$ cat config.mk
export PLATFORM = sky130hd
export DESIGN_NAME = ami_wsplit
export DESIGN_NICKNAME = d
export VERILOG_FILES = /design/src/rtl/ami_wsplit.sv
export SDC_FILE = /design/constraint.sdc
export NUM_CORES = 1
export LEC_CHECK = 0
export ABC_AREA = 1
export CAP_MARGIN = 20
export CORE_AREA = 2 2 167 169
export CTS_BUF_LIST = sky130_fd_sc_hd__clkbuf_8
export CTS_CLUSTER_DIAMETER = 50
export CTS_CLUSTER_SIZE = 16
export DETAILED_ROUTE_END_ITERATION = 10
export DIE_AREA = 0 0 169 171
export HOLD_SLACK_MARGIN = 0.02
export PLACE_DENSITY = 0.78
export SYNTH_ARGS = -nofsm -noshare
export SYNTH_HDL_FRONTEND = slang
export SYNTH_SLANG_ARGS = --single-unit
$ cat constraint.sdc
create_clock -name ACLK -period 7.9 [get_ports ACLK]
set_input_delay 1.975 -clock ACLK [delete_from_list [all_inputs] [get_ports ACLK]]
set_output_delay 1.975 -clock ACLK [all_outputs]
set_load 0.05 [all_outputs]
$ cat src/rtl/ami_wsplit.sv
// AXI4 write master: splits user write requests into INCR bursts that
// respect a max length and an address boundary, merging all BRESPs.
module ami_wsplit #(
    parameter int AXI_DW   = 128,
    parameter int AXI_AW   = 32,
    parameter int AXI_IW   = 8,
    parameter int AXI_LW   = 8,
    parameter int AXI_SW   = 3,
    parameter int AMI_OD   = 4,
    parameter int MAX_BLEN = 16,
    parameter int BOUNDARY = 4096,
    parameter int REQ_LW   = 16
) (
    input  logic                  ACLK,
    input  logic                  ARESET,
    input  logic [AXI_IW-1:0]     usr_req_id,
    input  logic [AXI_AW-1:0]     usr_req_addr,
    input  logic [REQ_LW-1:0]     usr_req_len,
    input  logic                  usr_req_valid,
    output logic                  usr_req_ready,
    input  logic [AXI_DW-1:0]     usr_wdata,
    input  logic [AXI_DW/8-1:0]   usr_wstrb,
    input  logic                  usr_wvalid,
    output logic                  usr_wready,
    output logic [AXI_IW-1:0]     usr_bid,
    output logic [1:0]            usr_bresp,
    output logic                  usr_bvalid,
    input  logic                  usr_bready,
    output logic [AXI_IW-1:0]     AWID,
    output logic [AXI_AW-1:0]     AWADDR,
    output logic [AXI_LW-1:0]     AWLEN,
    output logic [AXI_SW-1:0]     AWSIZE,
    output logic [1:0]            AWBURST,
    output logic                  AWVALID,
    input  logic                  AWREADY,
    output logic [AXI_DW-1:0]     WDATA,
    output logic [AXI_DW/8-1:0]   WSTRB,
    output logic                  WLAST,
    output logic                  WVALID,
    input  logic                  WREADY,
    input  logic [AXI_IW-1:0]     BID,
    input  logic [1:0]            BRESP,
    input  logic                  BVALID,
    output logic                  BREADY
);

    localparam int BYTES = AXI_DW / 8;
    localparam int SZ    = $clog2(BYTES);
    localparam int BW    = $clog2(BOUNDARY);
    localparam int CW    = REQ_LW + 1;
    localparam int QW    = AXI_LW + 1;
    localparam int PW    = (AMI_OD > 1) ? $clog2(AMI_OD) : 1;
    localparam int OW    = $clog2(AMI_OD + 1);

    typedef enum logic [1:0] {IDLE, ISSUE, DRAIN, RESP} state_t;

    state_t            state, state_n;
    logic [AXI_IW-1:0] id_q;
    logic [AXI_AW-1:0] addr_q;
    logic [CW-1:0]     rem_q;
    logic [1:0]        resp_acc;
    logic [OW-1:0]     outst, outst_nx;
    logic [QW-1:0]     lq [AMI_OD];
    logic [PW-1:0]     wr_ptr, rd_ptr;
    logic [OW-1:0]     lq_cnt, cnt_nx;
    logic [QW-1:0]     beat;
    logic [QW-1:0]     head;
    logic              aw_v;
    logic [AXI_AW-1:0] aw_a;
    logic [AXI_LW-1:0] aw_l;

    logic              req_hs, aw_hs, w_hs, b_hs;
    logic              push, pop, w_act;
    logic              can_issue, aw_load;
    logic [AXI_AW-1:0] src_addr;
    logic [31:0]       src_rem, bnd, sub_c;
    logic [1:0]        b_sev;

    function automatic logic [PW-1:0] ptr_inc(input logic [PW-1:0] p);
        return (p == PW'(AMI_OD - 1)) ? '0 : p + PW'(1);
    endfunction

    assign usr_req_ready = (state == IDLE) & ~ARESET;
    assign usr_bvalid    = (state == RESP);
    assign usr_bid       = id_q;
    assign usr_bresp     = resp_acc;

    assign AWID    = id_q;
    assign AWADDR  = aw_a;
    assign AWLEN   = aw_l;
    assign AWSIZE  = AXI_SW'(SZ);
    assign AWBURST = 2'b01;
    assign AWVALID = aw_v;

    assign w_act      = (lq_cnt != '0);
    assign head       = lq[rd_ptr];
    assign WVALID     = usr_wvalid & w_act;
    assign usr_wready = WREADY & w_act;
    assign WDATA      = usr_wdata;
    assign WSTRB      = usr_wstrb;
    assign WLAST      = w_act & (beat == head - QW'(1));
    assign BREADY     = (outst != '0);

    assign req_hs = usr_req_valid & usr_req_ready;
    assign aw_hs  = aw_v & AWREADY;
    assign w_hs   = WVALID & WREADY;
    assign b_hs   = BVALID & BREADY;
    assign push   = aw_hs;
    assign pop    = w_hs & WLAST;
    assign b_sev  = (BRESP == 2'b01) ? 2'b00 : BRESP;

    assign outst_nx = outst + OW'(aw_hs) - OW'(b_hs);
    assign cnt_nx   = lq_cnt + OW'(push) - OW'(pop);

    // Size of the next burst: limited by beats left, max length and boundary
    always_comb begin
        src_addr = (state == IDLE) ? usr_req_addr : addr_q;
        src_rem  = (state == IDLE) ? 32'(usr_req_len) + 32'd1 : 32'(rem_q);
        bnd      = (32'(BOUNDARY) - 32'(src_addr[BW-1:0])) >> SZ;
        sub_c    = src_rem;
        if (sub_c > 32'(MAX_BLEN)) sub_c = 32'(MAX_BLEN);
        if (bnd < sub_c) sub_c = bnd;
    end

    assign can_issue = (outst_nx < OW'(AMI_OD)) && (cnt_nx < OW'(AMI_OD));
    assign aw_load   = (state == IDLE) ? req_hs :
                       (state == ISSUE) && (rem_q != '0) &&
                       (!aw_v || AWREADY) && can_issue;

    // State register
    always_ff @(posedge ACLK) begin
        if (ARESET) state <= IDLE;
        else        state <= state_n;
    end

    // Next-state logic
    always_comb begin
        state_n = state;
        unique case (state)
            IDLE:    if (req_hs) state_n = ISSUE;
            ISSUE:   if (aw_hs && rem_q == '0) state_n = DRAIN;
            DRAIN:   if (outst == '0 && lq_cnt == '0) state_n = RESP;
            RESP:    if (usr_bready) state_n = IDLE;
            default: state_n = IDLE;
        endcase
    end

    // Latch the request and load/hold the registered AW channel
    always_ff @(posedge ACLK) begin
        if (ARESET) begin
            id_q   <= '0;
            addr_q <= '0;
            rem_q  <= '0;
            aw_v   <= 1'b0;
            aw_a   <= '0;
            aw_l   <= '0;
        end else begin
            if (req_hs) id_q <= usr_req_id;
            if (aw_load) begin
                aw_v   <= 1'b1;
                aw_a   <= src_addr;
                aw_l   <= AXI_LW'(sub_c - 32'd1);
                addr_q <= src_addr + AXI_AW'(sub_c << SZ);
                rem_q  <= CW'(src_rem - sub_c);
            end else if (aw_hs) begin
                aw_v <= 1'b0;
            end
        end
    end

    // Merge burst responses by severity
    always_ff @(posedge ACLK) begin
        if (ARESET)                       resp_acc <= 2'b00;
        else if (req_hs)                  resp_acc <= 2'b00;
        else if (b_hs && b_sev > resp_acc) resp_acc <= b_sev;
    end

    // Outstanding burst counter
    always_ff @(posedge ACLK) begin
        if (ARESET) outst <= '0;
        else        outst <= outst_nx;
    end

    // Burst length queue storage
    always_ff @(posedge ACLK) begin
        if (push) lq[wr_ptr] <= QW'(aw_l) + QW'(1);
    end

    // Queue pointers and W beat counter
    always_ff @(posedge ACLK) begin
        if (ARESET) begin
            wr_ptr <= '0;
            rd_ptr <= '0;
            lq_cnt <= '0;
            beat   <= '0;
        end else begin
            if (push) wr_ptr <= ptr_inc(wr_ptr);
            if (pop) begin
                rd_ptr <= ptr_inc(rd_ptr);
                beat   <= '0;
            end else if (w_hs) begin
                beat <= beat + QW'(1);
            end
            lq_cnt <= cnt_nx;
        end
    end

    a_no_stray_b: assert property (@(posedge ACLK) disable iff (ARESET)
        !(BVALID && outst == '0));

    a_bid_known: assert property (@(posedge ACLK) disable iff (ARESET)
        BVALID |-> !$isunknown(BID));

endmodule
# Word-level counts from Yosys, hierarchy flattened
# Memories as Yosys holds them, arrays and structs flattened. A register that Yosys moved wholly into a read port is not among the register bits.
# Index checks and enable logic that the tools add are counted.
# op_classes
n_eq_ne	11
mux	19
n_reduce_logical	20
order_cmp	5
bitwise	10
n_addsub	14
# ops
cell	n
$mux W17	2
$add A32 B32 Y32	1
$mux W32	1
$lt A28 B17 Y1	1
$mux W28	1
$mux W2	9
$add A16 B1 Y17 const B	1
$gt A17 B5 Y1 const B	1
$logic_not A17 Y1	1
$reduce_bool A17 Y1	1
$sub A17 B17 Y17	1
$sub A13 B12 Y14 const A	1
$add A8 B1 Y9 const B	1
$add A9 B1 Y9 const B	1
$and A1 B1 Y1	9
$eq A9 B9 Y1	1
$sub A9 B1 Y9 const B	1
$eq A2 B2 Y1 const B	4
$pmux W2 S4	1
$sub A8 B1 Y8 const B	1
$logic_and A1 B1 Y1	7
$add A3 B1 Y3	2
$logic_not A3 Y1	2
$lt A3 B3 Y1 const B	2
other kinds (15)	26
# word_totals
mem_bits_rw	36
output_inout_bits	214
input_bits	218
wordCells	93
register_bits	121
memories	1
# mem_list
name	words	width	rd	rd_clocked_by_memory_dff	write_ports	line_no	rtl
lq	4	9	1	1	1	63	logic [QW-1:0] lq [AMI_OD];

# Depth between registers and ports, before layout
# depth
ltp_word	10
ltp_mapped	48
ltp_nobuf	46

# Least setup slack after synthesis
# OpenSTA, ideal clock, no wires.
# synth_timing
path_kind	input to register
start	input port usr_req_addr[5]
end	register addr_q[26]
arrival_ns	7.242
setup_slack_ns	0.545
cell_stages	39
setup_time_ns	0.114
path_buffers	1
required_time_ns	7.786
cell_sequence	or2_2 o21ai_1 nand4_1 nor2_2 nand2_1 nor2_2 nand2_1 nor2_1 inv_1 nor2_1 inv_1 nand2_1 inv_1 ha_1 nand2_1 nor3b_1 nand2_2 nand2_4 [3 not listed] ha_1 inv_1 fa_1 o21ai_1 a21oi_1 o21ai_2 a21oi_1 o21bai_1 a21boi_1 o21ai_0 nand2_1 o21ai_0 nand3_1 o21ai_1 nand3b_1 xor2_1 o21bai_1 inv_1
# synth_via
elab_chain_cells	5
# synth_lines
element	line_no	rtl
start, declared	17	input logic [AXI_AW-1:0] usr_req_addr,
$mux W32 (*)	117	src_addr = (state == IDLE) ? usr_req_addr : addr_q;
$sub A13 B12 Y14	119	bnd = (32'(BOUNDARY) - 32'(src_addr[BW-1:0])) >> SZ;
$lt A28 B17 Y1	122	if (bnd < sub_c) sub_c = bnd;
$mux W28	122	
$add A32 B32 Y32 (*)	163	addr_q <= src_addr + AXI_AW'(sub_c << SZ);
end signal, assigned	163	
end, declared	59	logic [AXI_AW-1:0] addr_q;
# Every way passes the cells marked *; elsewhere a longest branch is shown, timed or not.
# A chain may end at the register's enable or synchronous reset.

# Worst setup path in the final report
# layout_timing
start	input port usr_req_addr[4]
end	register addr_q[29]
# Same word-level chain as after synthesis.

==> results_dict.tcl <==
set metrics [dict create \
    ant_nets 0 \
    drt_iter0_markers 563 \
    cts_buffers 17 \
    vias 9172 \
    drc 0 \
    p_switching_uw 2600 \
    hold_class "flop to flop" \
    yosysTopAreaCell "dfxtp_1" \
    final_cell_mix "272 x nand2_1, 157 x inv_1, 130 x clkdlybuf4s50_1" \
    cpMostUsedCell "nand2_1" \
    grt_pass1_vias 8474 \
    clkPwrFrac_pct 11.7 \
    hold_slack_ns 0.469 \
    ir_drop_mv 0.246 \
    viasPerCell 5.07 \
    max_slew_margin_pct 37.6 \
    leakagePower_uw 0.00526 \
    finalWorstSetupSlack_ns 0.509 \
    wl_per_cell_microns 16.0 \
    final.period_utilization_pct 93.6 \
    gp_congestion 0.875 \
    r2r_cells 45 \
    drt_first_pass_iters 5 \
    maxCapViolCount 0 \
    async_flop_share_pct 0 \
    fin_skew_ns 0.0151 \
    critical-path-max-stage-delay_ns 0.40 \
    swShare_pct 50.7 \
    synth_edf_count 36 \
    crit_type "input port to flop" \
    grt_pass1_wl_microns 44200 \
    r2r_slack_ns 1.26 \
    synth.avg_cell_area_sq_um 7.40 \
    powerDensity_mw_per_mm2 433 \
    intPower_uw 2530 \
    p_comb_share_pct 66.3 \
    cts.sinks 155 \
    end_kind "flop" \
    netlist_top_cells_area "dfxtp_1 22%, buf_4 11%, edfxtp_1 10%, nand2_1 9.5%, ha_1 7.0%" \
    ys_seq_elements 155 \
    startpoint_type "input port" \
    clk_latency_ns 0.48 \
    mostFrequentLayoutCell "nand2_1" \
    status "finished, final reports clean" \
    final_max_slew_viol_count 0 \
    row_count 61 \
    antenna_found_initial 0 \
    die_w_microns 169 \
    dp_slack_ns -0.266 \
    root_buffer "clkbuf_8" \
    fp.coreArea_sq_mm 0.0273 \
    diodes 0 \
    required_ns 8.28 \
    timing.fmax_mhz 135 \
    tightestPinTransition_ns 0.932 \
    crit_start "usr_req_addr[4]" \
    r2r-end "addr_q[29]" \
    cts.path.max_buffers 2 \
    routed_wl_microns 28900 \
    fin_nets 1733 \
    yosysUniqueCellTypes 52 \
    gr-total-overflow 0 \
    clk_pin_slew_ns 0.10 \
    area_growth_pct 10.4 \
    cts_tree "done" \
    synth-seq-area-share_pct 32.2 \
    synth_top_area_share_pct 22.2 \
    hpwl_microns 21900 \
    arrival_ns 7.77 \
    worstSetupEndpoint "addr_q[29]" \
    die_height_microns 171 \
    fin_crit_ns 7.39 \
    timing.rr.start "state[0]" \
    synth_ff_type "dfxtp_1" \
    port_buffers 130 \
    syn_inst 1451 \
    setup_violations 0 \
    grtUsageTotal_pct 19.3 \
    drive_gt1_share_pct 8.74 \
    worstPathMaxFanout 10 \
    ioPinCount 432 \
    ys_warn_count 0 \
    hold_viol_final 0 \
    start_util_pct 39.3 \
    slowest_stage "clkdlybuf4s50_1" \
    grt_max_degree 93 \
    fillCellCount 2640 \
    die_area_sq_mm 0.0289 \
    seqPwrFrac_pct 22.0 \
    netlist_area_sq_mm 0.0107 \
    h-tree-depth 4 \
]
==> worst max-delay path: cells and delay by family <==
family          cells  cell delay [ns]
fa+ha+maj           2             0.58
buf+inv             7             0.91
simple gates       24             2.94
compound gates     10             1.36
==> per-layer routing <==
layer | wire, microns | up-vias | track usage [%]
met3 | 2560 | 70 | 6.75
met2 | 13900 | 372 | 33.0
met5 | 0 | - | 0
li1 | - | 4571 | -
met1 | 11600 | 4159 | 22.2
met4 | 806 | 0 | 7.10
==> what timing repair did <==
item | 4_1_cts | 5_1_grt
endpoints found under the setup margin | 0 | 10
gates resized for setup | 0 | 17
setup buffers | 0 | 3
hold buffers | 0 | 0
==> state kept, by name (all words and copies together), names as in the netlist, named ones only <==
| name | cells |
|---|---|
| AWADDR | 28 |
| AWID | 8 |
| AWLEN | 8 |
| AWVALID | 1 |
| addr_q | 32 |
| beat | 9 |
| lq | 36 |
| lq_cnt | 3 |
| outst | 3 |
| rd_ptr | 2 |
| rem_q | 17 |
| state | 2 |
| usr_bresp | 2 |
| wr_ptr | 2 |
==> power by group through the flow <==
stage | Combinational, uW | Sequential, uW | Clock [uW]
6_report | 3400 | 1130 | 600
5_1_grt | 3810 | 1160 | 640
4_1_cts | 3320 | 1130 | 605
3_5_place_dp | 3290 | 1140 | 0
3_3_place_gp | 3220 | 1140 | 0
2_1_floorplan | 2410 | 1350 | 0
==> cells in the mapped netlist (4+ instances only) <==
cell / number
xnor2_1: 19
mux2i_1: 7
nand2_1: 273
nand3b_1: 7
a31oi_1: 15
a32o_1: 8
o21bai_1: 12
edfxtp_1: 36
xor2_1: 41
nor4_1: 4
o21ai_1: 6
dfxtp_1: 119
ha_1: 60
nor2_2: 7
o211ai_1: 4
or2_2: 18
nor2_1: 103
fa_1: 4
o21ai_0: 114
a21oi_1: 85
nand4_1: 17
nand2_2: 4
buf_4: 164
nor3_1: 15
clkinv_1: 5
o21ai_2: 5
clkbuf_1: 34
nand3_1: 65
inv_1: 157
a211oi_1: 9
==> cells by family after synthesis <==
group / share of synthesized area (%)
muxes: 0.652
adders and majority gates: 7.73
DFF: 32.2
and+or+nand+nor: 21.2
AOI/OAI and AO/OA: 14.3
other: 0.0699
xor gates and xnor gates: 4.89
buffers and inverters: 18.9
==> through the flow <==
step / std cells / setup TNS (ns) / power (uW) / instance area (sq um) / utilization [%]
3_3_place_gp: 1775 / 0 / 4360 / 11400 / 41.7
4_1_cts: 1807 / 0 / 5050 / 11800 / 43.1
3_5_place_dp: 1775 / -1.02 / 4430 / 11400 / 41.7
5_1_grt: 1810 / -0.0730 / 5610 / 11900 / 43.4
6_report: 1810 / 0 / 5130 / 11900 / 43.4
2_1_floorplan: 1473 / 0 / 3760 / 10800 / -
==> worst min path at each step <==
stage	start	to	slack (ns)	cells after the start
6_report	addr_q[24]	addr_q[24]	0.47	2
5_1_grt	AWADDR[24]	AWADDR[24]	0.49	2
4_1_cts	addr_q[24]	addr_q[24]	0.47	2
3_5_place_dp	addr_q[24]	addr_q[24]	0.46	2
3_3_place_gp	AWADDR[25]	AWADDR[25]	0.45	2
2_1_floorplan	addr_q[22]	addr_q[22]	0.44	2
==> cell type report <==
| type | count | area [sq um] | share of cell area [%] |
|---|---|---|---|
| Clock buffer | 17 | 234 | 1.97 |
| Clock inverter | 15 | 156 | 1.32 |
| Inverter | 164 | 616 | 5.19 |
| Multi-Input combinational cell | 948 | 5400 | 45.5 |
| Sequential cell | 155 | 3460 | 29.2 |
| Tap cell | 346 | 433 | 3.65 |
| Timing Repair Buffer | 165 | 1560 | 13.2 |
Power figures use the tool's default switching activity.
==> RTL edit: new RTL, config.mk and constraints unchanged <==
Encoding of `state_t`: now one-hot (4 bits for 4 states).
--- a/src/rtl/ami_wsplit.sv
+++ b/src/rtl/ami_wsplit.sv
@@ -52,7 +52,7 @@
     localparam int PW    = (AMI_OD > 1) ? $clog2(AMI_OD) : 1;
     localparam int OW    = $clog2(AMI_OD + 1);
 
-    typedef enum logic [1:0] {IDLE, ISSUE, DRAIN, RESP} state_t;
+    typedef enum logic [3:0] {IDLE = 4'b0001, ISSUE = 4'b0010, DRAIN = 4'b0100, RESP = 4'b1000} state_t;
 
     state_t            state, state_n;
     logic [AXI_IW-1:0] id_q;
Formal check against the unedited RTL: same outputs for any inputs over 4 cycles, from zero or initial values and one cycle with ARESET high; so few cycles prove little.
==> RTL edit against the original RTL <==
- setup slack improved by 0.17 ns
- final area rose by 0.99%
- synthesized area rose by 0.41%
- total power fell by 2.0%
- sequential cell count rose by 2
- sequential share of layout area barely moved
- non-clock buffer count rose by 11
- maximum frequency rose by 2.3%
- combinational power fell by 3%
- hold slack barely moved
- wire length fell by 5.1%
- largest power group unchanged
- highest routed layer is now met5
==> RTL edit: results (changes against the original RTL) <==
| Metric | Value |
|---|---|
| Arrival time worst endpoint | 7.61 ns (-0.16 ns) |
| First-pass GRT wire length | 42.70 mm (-3.3%) |
| VDD IR-drop max | 200.8 uV (-18%) |
| Vias per cell | 5.004 (-1.2%) |
| Met1 Track Usage GR | 21.48% (-0.76 points) |
| Hpwl dp | 20.95 mm (-4.5%) |
| Reg2reg start | state[1] |
| H-tree depth | 4 (unchanged) |
| Via count of the first global-routing pass | 8571 (+1.1%) |
| RR Endpoint | addr_q[31] |
| Yosys warning count | 0 (unchanged) |
| Highest metal used | met5 |
| GPL Wtd Cong | 0.8453 (-3.4%) |
| Antenna violations before repair | 2 (+2) |
| Reg clk slew, reported paths | 0.08 ns (-0.02 ns) |
| Initial DRC count | 585 (+3.9%) |
| Slew headroom | 37.88% (+0.25 points) |
| Routed WL | 27.45 mm (-5.1%) |
| Multi-input gate area | 5326 um2 (-1.4%) |
| Largest register by flop count | lq |
| Flop2flop setup slack | 1.76 ns (+0.50 ns) |
| Total GRT Usage | 18.52% (-0.73 points) |
| Lkg Pwr | 5.343 nW (+1.7%) |
| Root buffer cell | clkbuf_8 |
| DRT Pass-1 Iters | 7 (+2) |
| Largest net degree at the start of global routing | 88 (-5.4%) |
| Nets | 1745 (+0.69%) |
| Slowest CP cell | clkdlybuf4s50_1 |
| Post-placement setup slack | -0.06612 ns (+0.1995 ns) |
| WL met3 | 2.291 mm (-11%) |
| Internal | 2.602 mW (+2.8%) |
| TritonCTS buffer count | 17 (unchanged) |
| Met2 Use GR | 30.88% (-2.1 points) |
| Clock Skews | 0.01785 ns (+0.002737 ns) |
| Clock share of power | 12.7% (+1.0 points) |
| Post-synth top cells | nand2_1 (261), inv_1 (170), buf_4 (161) |
| Synth area leaders | dfxtp_1 (22%), buf_4 (11%), edfxtp_1 (10%), nand2_1 (9.1%), ha_1 (6.3%) |
| Status | completed |
| Hold path startpoint | addr_q[6] |
| CP startpoint | usr_req_addr[2] |
| Register area share after synthesis | 32.48% (+0.24 points) |
| Met2 WL | 13.09 mm (-6.0%) |
| Metal-1 WL | 10.96 mm (-5.7%) |
| Share of cells above drive strength 1 | 8.772% (+0.029 points) |
| Post-DP Area | 11530 um2 (+1.2%) |
## RTL edit: area by class of cell
| cell class | instances | share of cell area [%] |
|---|---|---|
| multi-input combinational | 942 | 44.45 |
| sequential | 157 | 29.23 |
| timing repair buffer | 176 | 13.74 |
| inverter | 175 | 5.481 |
| tap | 346 | 3.612 |
| clock buffer | 18 | 2.067 |
| clock inverter | 14 | 1.399 |
| antenna | 1 | 0.02088 |
## RTL edit: cells by family after synthesis
kind of cell    count (synthesis)  synth area share, %
buf+inv                       382                19.21
flops                         157                32.48
xor+xnor                       58                4.709
fa+ha+maj                      58                7.005
compound gates                272                14.85
simple gates                  528                21.32
other cells                     2              0.06962
mux                             4               0.3712
## RTL edit: how the worst max path moves through the flow
stage / slack [ns] / endpoint / cells past startpoint
3_5_place_dp: -0.07 / addr_q[26] / 39
6_report: 0.68 / addr_q[31] / 40
4_1_cts: 0.35 / addr_q[30] / 39
5_1_grt: 0.05 / addr_q[23] / 41
3_3_place_gp: -0.008 / addr_q[26] / 39
2_1_floorplan: 0.72 / addr_q[26] / 39
## RTL edit: repair_timing
action | in CTS | in global routing
buffers inserted | 0 | 1
endpoints found under the setup margin | 0 | 10
endpoints found under the hold margin | 0 | 0
resized for setup | 0 | 10
## RTL edit: stage by stage
stage	std cells	hold slack, ns
floorplan	1481	0.4297
global placement	1795	0.4417
detailed placement	1795	0.4528
CTS	1827	0.4659
global route	1829	0.4921
finish	1829	0.4686
## RTL edit: worst reg2reg max path, delay by kind of cell (launching register included)
kind,cells,cell delay [ns]
flip-flops,1,0.33
buffers and inverters,8,1.02
AND/OR/NAND/NOR,21,2.55
AO/OA/AOI/OAI,11,1.56
adder cells (fa/ha/maj),2,0.61
